[src/rtl/lsu_pkg.sv]
// Shared definitions for the load/store unit.
// Holds the RV32I funct3 width/sign codes, the FSM state encoding and the
// request legality check used when a request is accepted.
package lsu_pkg;

    localparam logic [2:0] F3_B  = 3'b000;
    localparam logic [2:0] F3_H  = 3'b001;
    localparam logic [2:0] F3_W  = 3'b010;
    localparam logic [2:0] F3_BU = 3'b100;
    localparam logic [2:0] F3_HU = 3'b101;

    typedef enum logic [2:0] {
        IDLE    = 3'd0,
        READ    = 3'd1,
        CAPTURE = 3'd2,
        MERGE   = 3'd3,
        WRITE   = 3'd4,
        RESP    = 3'd5
    } state_t;

    // A request faults on an unknown width code, on unsigned widths used
    // for a store (they only make sense for loads), or on misalignment.
    function automatic logic is_fault(input logic       we,
                                      input logic [2:0] funct3,
                                      input logic [1:0] addr_lo);
        case (funct3)
            F3_B:    is_fault = 1'b0;
            F3_H:    is_fault = addr_lo[0];
            F3_W:    is_fault = (addr_lo != 2'b00);
            F3_BU:   is_fault = we;
            F3_HU:   is_fault = we | addr_lo[0];
            default: is_fault = 1'b1;
        endcase
    endfunction

endpackage

[src/rtl/lsu_lane_align.sv]
// Combinational lane logic for the load/store unit.
// Ports:
//   funct3     - width/sign code of the current access
//   addr_lo    - byte offset within the word
//   rdata      - word read from memory
//   wdata      - right-aligned store data (low half is all a sub-word store uses)
//   load_data  - selected lane of rdata, sign/zero extended
//   merge_data - rdata with the addressed byte/half replaced by wdata
module lsu_lane_align
    import lsu_pkg::*;
(
    input  logic [2:0]  funct3,
    input  logic [1:0]  addr_lo,
    input  logic [31:0] rdata,
    input  logic [15:0] wdata,
    output logic [31:0] load_data,
    output logic [31:0] merge_data
);

    logic [7:0]  byte_sel;
    logic [15:0] half_sel;

    // Lane selection: bytes by the full offset, halves by offset bit 1.
    always_comb begin
        byte_sel = 8'h00;
        case (addr_lo)
            2'd0: byte_sel = rdata[7:0];
            2'd1: byte_sel = rdata[15:8];
            2'd2: byte_sel = rdata[23:16];
            2'd3: byte_sel = rdata[31:24];
            default: byte_sel = 8'h00;
        endcase
        half_sel = addr_lo[1] ? rdata[31:16] : rdata[15:0];
    end

    // Load extension; W (and anything else, which never reaches here
    // because it faults first) passes the word through.
    always_comb begin
        load_data = rdata;
        case (funct3)
            F3_B:    load_data = {{24{byte_sel[7]}}, byte_sel};
            F3_BU:   load_data = {24'h000000, byte_sel};
            F3_H:    load_data = {{16{half_sel[15]}}, half_sel};
            F3_HU:   load_data = {16'h0000, half_sel};
            default: load_data = rdata;
        endcase
    end

    // Read-modify-write merge: every byte outside the addressed lane is
    // copied from rdata unchanged.
    always_comb begin
        merge_data = rdata;
        if (funct3 == F3_B) begin
            merge_data[{addr_lo, 3'b000} +: 8] = wdata[7:0];
        end else if (funct3 == F3_H) begin
            merge_data[{addr_lo[1], 4'b0000} +: 16] = wdata;
        end
    end

endmodule

[src/rtl/load_store_unit.sv]
// Load/store unit between a core request port and a word-wide memory.
// Ports:
//   clk, rst                 - clock and asynchronous active-high reset
//   req_valid/req_ready      - request handshake (ready only in IDLE)
//   req_we, req_funct3       - store/load select and width/sign code
//   req_addr, req_wdata      - byte address and right-aligned store data
//   resp_valid               - one-cycle completion pulse
//   resp_rdata, resp_fault   - extended load result and fault flag
//   mem_address              - word-aligned memory address
//   mem_read, mem_write      - memory strobes, decoded from state only
//   mem_wdata, mem_rdata     - memory write word and read word
module load_store_unit
    import lsu_pkg::*;
#(
    parameter int AW = 32,
    parameter int DW = 32
) (
    input  logic          clk,
    input  logic          rst,
    input  logic          req_valid,
    output logic          req_ready,
    input  logic          req_we,
    input  logic [2:0]    req_funct3,
    input  logic [AW-1:0] req_addr,
    input  logic [DW-1:0] req_wdata,
    output logic          resp_valid,
    output logic [DW-1:0] resp_rdata,
    output logic          resp_fault,
    output logic [AW-1:0] mem_address,
    output logic          mem_read,
    output logic          mem_write,
    output logic [DW-1:0] mem_wdata,
    input  logic [DW-1:0] mem_rdata
);

    state_t      state;
    state_t      next_state;
    logic        r_we;
    logic [2:0]  r_funct3;
    logic [1:0]  r_addr_lo;
    logic [15:0] r_wdata_lo;
    logic        accept;
    logic        req_fault;
    logic [31:0] load_data;
    logic [31:0] merge_data;

    assign accept    = req_valid && (state == IDLE);
    assign req_fault = is_fault(req_we, req_funct3, req_addr[1:0]);

    // Handshake and strobes come straight from the state register so no
    // request input can reach them combinationally.
    assign req_ready  = (state == IDLE);
    assign mem_read   = (state == READ);
    assign mem_write  = (state == WRITE);
    assign resp_valid = (state == RESP);

    lsu_lane_align u_lane_align (
        .funct3     (r_funct3),
        .addr_lo    (r_addr_lo),
        .rdata      (mem_rdata),
        .wdata      (r_wdata_lo),
        .load_data  (load_data),
        .merge_data (merge_data)
    );

    always_ff @(posedge clk or posedge rst) begin
        if (rst) begin
            state <= IDLE;
        end else begin
            state <= next_state;
        end
    end

    // Faults skip memory entirely; word stores skip the read; sub-word
    // stores read the word first so the untouched bytes survive.
    always_comb begin
        next_state = state;
        case (state)
            IDLE: begin
                if (req_valid) begin
                    if (req_fault) begin
                        next_state = RESP;
                    end else if (req_we && (req_funct3 == F3_W)) begin
                        next_state = WRITE;
                    end else begin
                        next_state = READ;
                    end
                end
            end
            READ:    next_state = r_we ? MERGE : CAPTURE;
            CAPTURE: next_state = RESP;
            MERGE:   next_state = WRITE;
            WRITE:   next_state = RESP;
            RESP:    next_state = IDLE;
            default: next_state = IDLE;
        endcase
    end

    // Request capture and result registers. resp_rdata is cleared on
    // acceptance so stores and faults report zero.
    always_ff @(posedge clk or posedge rst) begin
        if (rst) begin
            r_we        <= 1'b0;
            r_funct3    <= 3'b000;
            r_addr_lo   <= 2'b00;
            r_wdata_lo  <= 16'h0000;
            mem_address <= '0;
            mem_wdata   <= '0;
            resp_rdata  <= '0;
            resp_fault  <= 1'b0;
        end else begin
            if (accept) begin
                r_we        <= req_we;
                r_funct3    <= req_funct3;
                r_addr_lo   <= req_addr[1:0];
                r_wdata_lo  <= req_wdata[15:0];
                mem_address <= {req_addr[AW-1:2], 2'b00};
                resp_rdata  <= '0;
                resp_fault  <= req_fault;
                if (req_we) begin
                    mem_wdata <= req_wdata;
                end
            end
            if (state == CAPTURE) begin
                resp_rdata <= load_data;
            end
            if (state == MERGE) begin
                mem_wdata <= merge_data;
            end
        end
    end

endmodule

[config.mk]
export PLATFORM = sky130hd
export DESIGN_NAME = load_store_unit
export DESIGN_NICKNAME = d
export VERILOG_FILES = /design/src/rtl/lsu_pkg.sv /design/src/rtl/lsu_lane_align.sv /design/src/rtl/load_store_unit.sv
export SDC_FILE = /design/constraint.sdc
export NUM_CORES = 1
export LEC_CHECK = 0
export ABC_AREA = 0
export CORE_ASPECT_RATIO = 1.4
export CORE_MARGIN = 2
export CORE_UTILIZATION = 48
export DETAILED_ROUTE_END_ITERATION = 7
export PLACE_DENSITY = 0.89
export SLEW_MARGIN = 30
export SYNTH_ARGS = -nofsm -noshare
export SYNTH_HDL_FRONTEND = slang
export SYNTH_SLANG_ARGS = --single-unit
[constraint.sdc]
create_clock -name clk -period 5.4 [get_ports clk]
set_input_delay 1.08 -clock clk [delete_from_list [all_inputs] [get_ports clk]]
set_output_delay 1.08 -clock clk [all_outputs]
set_load 0.01 [all_outputs]
* Word level (Yosys, flattened, before mapping)
Index checks and enable logic that the tools add are counted.
W data, S select, Z words.
** Word-level totals
- Output and inout bits :: 101
- Bits in registers :: 120
** Cells by class
- Multiplexer cells :: 18
- Reduce and logical (&&, ||, !) cells :: 12
- $add $sub $neg :: 2
- Shift operators :: 4
- Bitwise gates (word level) :: 1
- Equal/unequal tests :: 16
** Operators by type and width (number)
- $mux W32 :: 7
- $pmux W32 S4 :: 1
- $bwmux W32 :: 2
- $pmux W8 S4 :: 1
- $shift A16 B7 Y32 const A :: 1
- $shift A8 B7 Y32 const A :: 1
- $shiftx A16 B7 Y32 :: 1
- $shiftx A8 B7 Y32 :: 1
- $eq A3 B3 Y1 const B :: 6
- $mux W16 :: 1
- $neg A5 Y7 :: 2
- $pmux W3 S4 :: 1
- $eq A3 B1 Y1 const B :: 3
- $eq A3 B2 Y1 const B :: 3
- $logic_not A3 Y1 :: 3
- $mux W3 :: 3
- $reduce_bool A2 Y1 :: 4
- $pmux W1 S5 :: 1
- $eq A2 B2 Y1 const B :: 2
- $eq A2 B1 Y1 const B :: 1
- $logic_and A1 B1 Y1 :: 2
- $logic_not A2 Y1 :: 1
- $ne A2 B2 Y1 const B :: 1
- $reduce_and A2 Y1 :: 1
- other kinds (3) :: 3

* Longest topological paths before layout
- Depth in word-level cells :: 6
- Gate-level depth with buffers :: 11
- Mapped depth without buffers :: 6

* Cells and area by module
From an unflattened synthesis, not the netlist that was laid out.
** Second synthesis, totals
- Cell total of the unflattened synthesis :: 675
- Area total of the unflattened synthesis :: 7175.6 µm²
** Modules (own cells, without submodules)
- load_store_unit :: area an instance 5397.7 µm², instances 1, cells an instance 388
- lsu_lane_align :: area an instance 1778.0 µm², instances 1, cells an instance 287

* Worst setup path after synthesis
No wires, ideal clock.
- Path kind :: register to register
- Start :: register r_addr_lo[1]
- End :: register mem_wdata[10]
- Setup slack :: 2.960 ns
- Clock period less this slack :: 2.440 ns
- Cell stages (with the launch flop) :: 12
- Data arrival time :: 2.336 ns
- Required time :: 5.296 ns
- Setup time :: 0.104 ns
- Buffers on the path :: 5
- Cell sequence :: dfrtp_1 -> buf_6 -> inv_1 -> buf_2 -> clkbuf_1 -> ha_1 -> buf_2 -> and4b_1 -> buf_1 -> a21oi_1 -> o221a_2 -> a221oi_1
** On the way
- Word-level cells in the longest chain between the ends :: 6
- Elaborated cells between the ends (all ways) :: 11
- Those cells by class :: add/sub (2); shift (4); mux (5)
** RTL lines
- from (decl) :: RTL line load_store_unit.sv:40 : logic [1:0] r_addr_lo;
- from (signal assigned) :: RTL line load_store_unit.sv:115 : r_addr_lo <= req_addr[1:0];
- $neg A5 Y7 :: RTL line lsu_lane_align.sv:56 : merge_data[{addr_lo[1], 4'b0000} +: 16] = wdata;
- $shiftx A16 B7 Y32 / $shift A16 B7 Y32 (equally long branches) :: RTL line lsu_lane_align.sv:56
- $bwmux W32 :: RTL line lsu_lane_align.sv:56
- $mux W32 :: RTL line lsu_lane_align.sv:55 : end else if (funct3 == F3_H) begin
- $mux W32 (*) :: RTL line lsu_lane_align.sv:53 : if (funct3 == F3_B) begin
- $mux W32 (*) :: RTL line load_store_unit.sv:127 : if (state == MERGE) begin
- to (signal assigned) :: RTL line load_store_unit.sv:121 : mem_wdata <= req_wdata;
- to (signal assigned) :: RTL line load_store_unit.sv:128 : mem_wdata <= merge_data;
- to (decl) :: RTL line load_store_unit.sv:32 : output logic [DW-1:0] mem_wdata,
Every way passes the cells marked *; elsewhere a longest branch is shown, timed or not.
A chain may end at the register's enable or synchronous reset.

* Final worst setup path
- Start :: register state[2]
- End :: output mem_read
** On the way
- Word-level cells in the longest chain between the ends :: 1
** RTL lines
- from (decl) :: RTL line load_store_unit.sv:36 : state_t state;
- from (signal assigned) :: RTL line load_store_unit.sv:70 : state <= next_state;
- $eq A3 B1 Y1 :: RTL line load_store_unit.sv:53 : assign mem_read = (state == READ);
- to (decl) :: RTL line load_store_unit.sv:30 : output logic mem_read,
No other way between the ends.

==> flow_summary.ini <==
[detailed_routing]
drt-total-wl_mm = 21.9
via_per_inst = 6.21
drtIter0Drc = 713
drc = 0
postRouteAntennaNets = 0
wl_per_cell_um = 20.9
firstDrtPassIters = 6
num_vias = 6512

[yosys]
synthFlopType = dfrtp_1
yosys_warnings = 0
ys_types = 60
synth_edf_count = 0
postSynthCellCount = 684
syn_area_um2 = 6880
synth.avg_cell_area_um2 = 10.1
synth-seq-cells = 120
yosysSeqAreaShare_pct = 43.6
async_flop_share_pct = 100

[timing]
max_freq_ghz = 0.331
slew_violations = 0
clock_skew_ps = 9.25
min_period_ps = 3020
final_hold_viol_count = 0
tightest_slew_ps = 821
relSlewSlack_pct = 45.2
fin_crit_sh_pct = 56.0
setup_tns_ps = 0
grt_setup_unrepaired = no
setup_viol = 0

[layout]
final_net_count = 960
stdcell_count = 1049
syn_to_final_growth_pct = 38.2
layout_commonest_cell = clkdlybuf4s50_1
layout-drive-gt1-share_pct = 14.0
layout_common_cells = clkdlybuf4s50_1 (201), dfrtp_1 (119), nand2_1 (64)
num_antenna_cells = 0
fillers = 1047
final_area_um2 = 9510

[power_and_ir_drop]
p_leak_nw = 4.02
peakVddDrop_mv = 0.320
cellPowerDensity_nw_per_um2 = 591

[placed_design]
io_buffers = 201
dp_hpwl_mm = 15.5
dpl.cell_count = 1018
gp_congestion = 0.960
dpl_cell_area_um2 = 8890

[grt]
grt_start_max_net_pins = 65
grt_usage_pct = 28.7
grt-ovfl-total = 0
grt_pass1_vias = 6496
grt_pass1_wl_mm = 34.5
antenna_found_initial = 0

[clock_network]
cts_tree = done
clockBufferDepth = 2
insertion_delay_ps = 420
cts_buffers = 17
cts-resized-gates = 0
htree_levels = 4
cts_hold_buf = 0
cts_sinks = 120
clk_pin_slew_ps = 60
post-cts-setup-buffers = 0
cts_root_buf = clkbuf_16

[worst_hold_path]
worstHoldPathCells = 1
min_path_type = reg2reg

[floorplanning]
core_um2 = 14000
start_util_pct = 49.2
design.die.area_um2 = 15300
num_rows = 51
num_io_pins = 204
die_y_um = 146
die_x_um = 105

[critical_path]
cpPeakStageDelay_ps = 590
crit_path_start_kind = register
cp_slowest_cell = clkdlybuf4s50_1
path_max_fanout = 14
reg2reg_depth = 6
path_cells = nor3b_1 > clkdlybuf4s50_1
path_class = reg2out
critical_path_arrival_ps = 1940
critPathRequiredTime_ps = 4320
cp-end-kind = output port

[run]
drv_cap = 0

[outcome]
status = finished clean
-- cells by family (layout without fill, tap and decap cells) --
kind of cell / count (synthesis) / count (layout) / share of synthesized area (%)
muxes: 74 / 74 / 11.8
other: 1 / 2 / 0.0545
AOI/OAI and AO/OA: 220 / 220 / 23.5
xor gates and xnor gates: 1 / 1 / 0.127
adders and majority gates: 5 / 5 / 0.909
DFF: 120 / 120 / 43.6
buffers and inverters: 85 / 264 / 5.95
and+or+nand+nor: 178 / 178 / 14.0
-- cells in the mapped netlist, types with 3 or more instances --
library cell | instances | share of area, %
mux2i_1 | 18 | 2.6
or3_1 | 16 | 1.5
buf_4 | 6 | 0.65
a22o_1 | 17 | 2.2
inv_1 | 22 | 1.2
buf_6 | 5 | 0.82
dfrtp_1 | 120 | 44
o21ai_1 | 3 | 0.22
nand3_1 | 16 | 1.2
nor4_1 | 9 | 0.82
buf_2 | 24 | 1.7
o221a_2 | 8 | 1.3
nor2b_1 | 8 | 0.73
a22oi_1 | 13 | 1.4
nor3_1 | 4 | 0.29
a21oi_1 | 28 | 2.0
o21ai_0 | 55 | 4.0
o2111ai_1 | 8 | 1.0
a221oi_2 | 3 | 0.65
a21o_1 | 11 | 1.2
o2bb2ai_1 | 8 | 1.0
mux2_2 | 56 | 9.2
o22ai_1 | 3 | 0.27
nand2_1 | 64 | 3.5
o211ai_1 | 8 | 0.87
nor2_1 | 12 | 0.65
nand2b_1 | 19 | 1.7
a221o_1 | 10 | 1.5
a221oi_1 | 36 | 4.6
clkbuf_1 | 26 | 1.4
and3_1 | 8 | 0.73
ha_1 | 5 | 0.91
-- sequential cells by signal, indices dropped and copies added, names as in the netlist --
name / cells
mem_wdata: 32
resp_rdata: 32
mem_address: 30
r_wdata_lo: 16
r_funct3: 3
state: 3
r_addr_lo: 2
r_we: 1
resp_fault: 1
-- area by class of cell --
cell class,count,area [um2],area share [%]
Multi-Input combinational cell,480,3490,36.7
Sequential cell,120,3000,31.6
Timing Repair Buffer,211,2090,22.0
Clock buffer,24,492,5.17
Tap cell,185,231,2.43
Clock inverter,7,116,1.22
Inverter,22,85.1,0.895
-- routing by layer --
metal  global-route usage, %  wire [um]  vias to the layer above
li1                        -          -                     2918
met1                    35.1       8150                     3122
met2                    47.3      11000                      364
met3                    5.19       1560                      108
met4                    16.3       1250                        0
met5                       0          0                        -
-- critical path, delay by kind of cell, from the launching register on --
family / cells / cell delay [ps]
simple gates: 1 / 350
flops: 1 / 580
buf+inv: 1 / 590
-- final timing paths --
path / from / slack [ps] / endpoint
setup / recovery: state[2]$_DFFE_PP0P_ / 2380 / mem_read
hold / removal: resp_rdata[9]$_DFFE_PP0P_ / 470 / resp_rdata[9]$_DFFE_PP0P_
setup reg to reg: r_addr_lo[1]$_DFFE_PP0P_ / 2440 / resp_rdata[16]$_DFFE_PP0P_
hold reg to reg: resp_rdata[9]$_DFFE_PP0P_ / 470 / resp_rdata[9]$_DFFE_PP0P_
max in group asynchronous: rst / 3350 / resp_rdata[0]$_DFFE_PP0P_
min in group asynchronous: rst / 1060 / mem_address[13]$_DFFE_PP0P_
-- per-stage QoR --
stage / total power [mW] / hold slack, ps / utilization, % / setup WS, ps
2_1_floorplan: 3.29 / 490 / - / 1130
4_1_cts: 5.61 / 477 / 68.0 / 2370
6_report: 5.62 / 475 / 68.0 / 2380
3_3_place_gp: 4.33 / 462 / 63.6 / 2050
5_1_grt: 5.94 / 499 / 68.0 / 2230
3_5_place_dp: 4.42 / 465 / 63.6 / 2230
-- report_power, final --
group	internal, mW	total [mW]	switching, mW
Combinational	1.37	2.72	1.35
Clock	0.771	1.17	0.399
Sequential	1.32	1.73	0.408
Total	3.47	5.62	2.16
No activity file was read; power rests on OpenSTA's default activity.
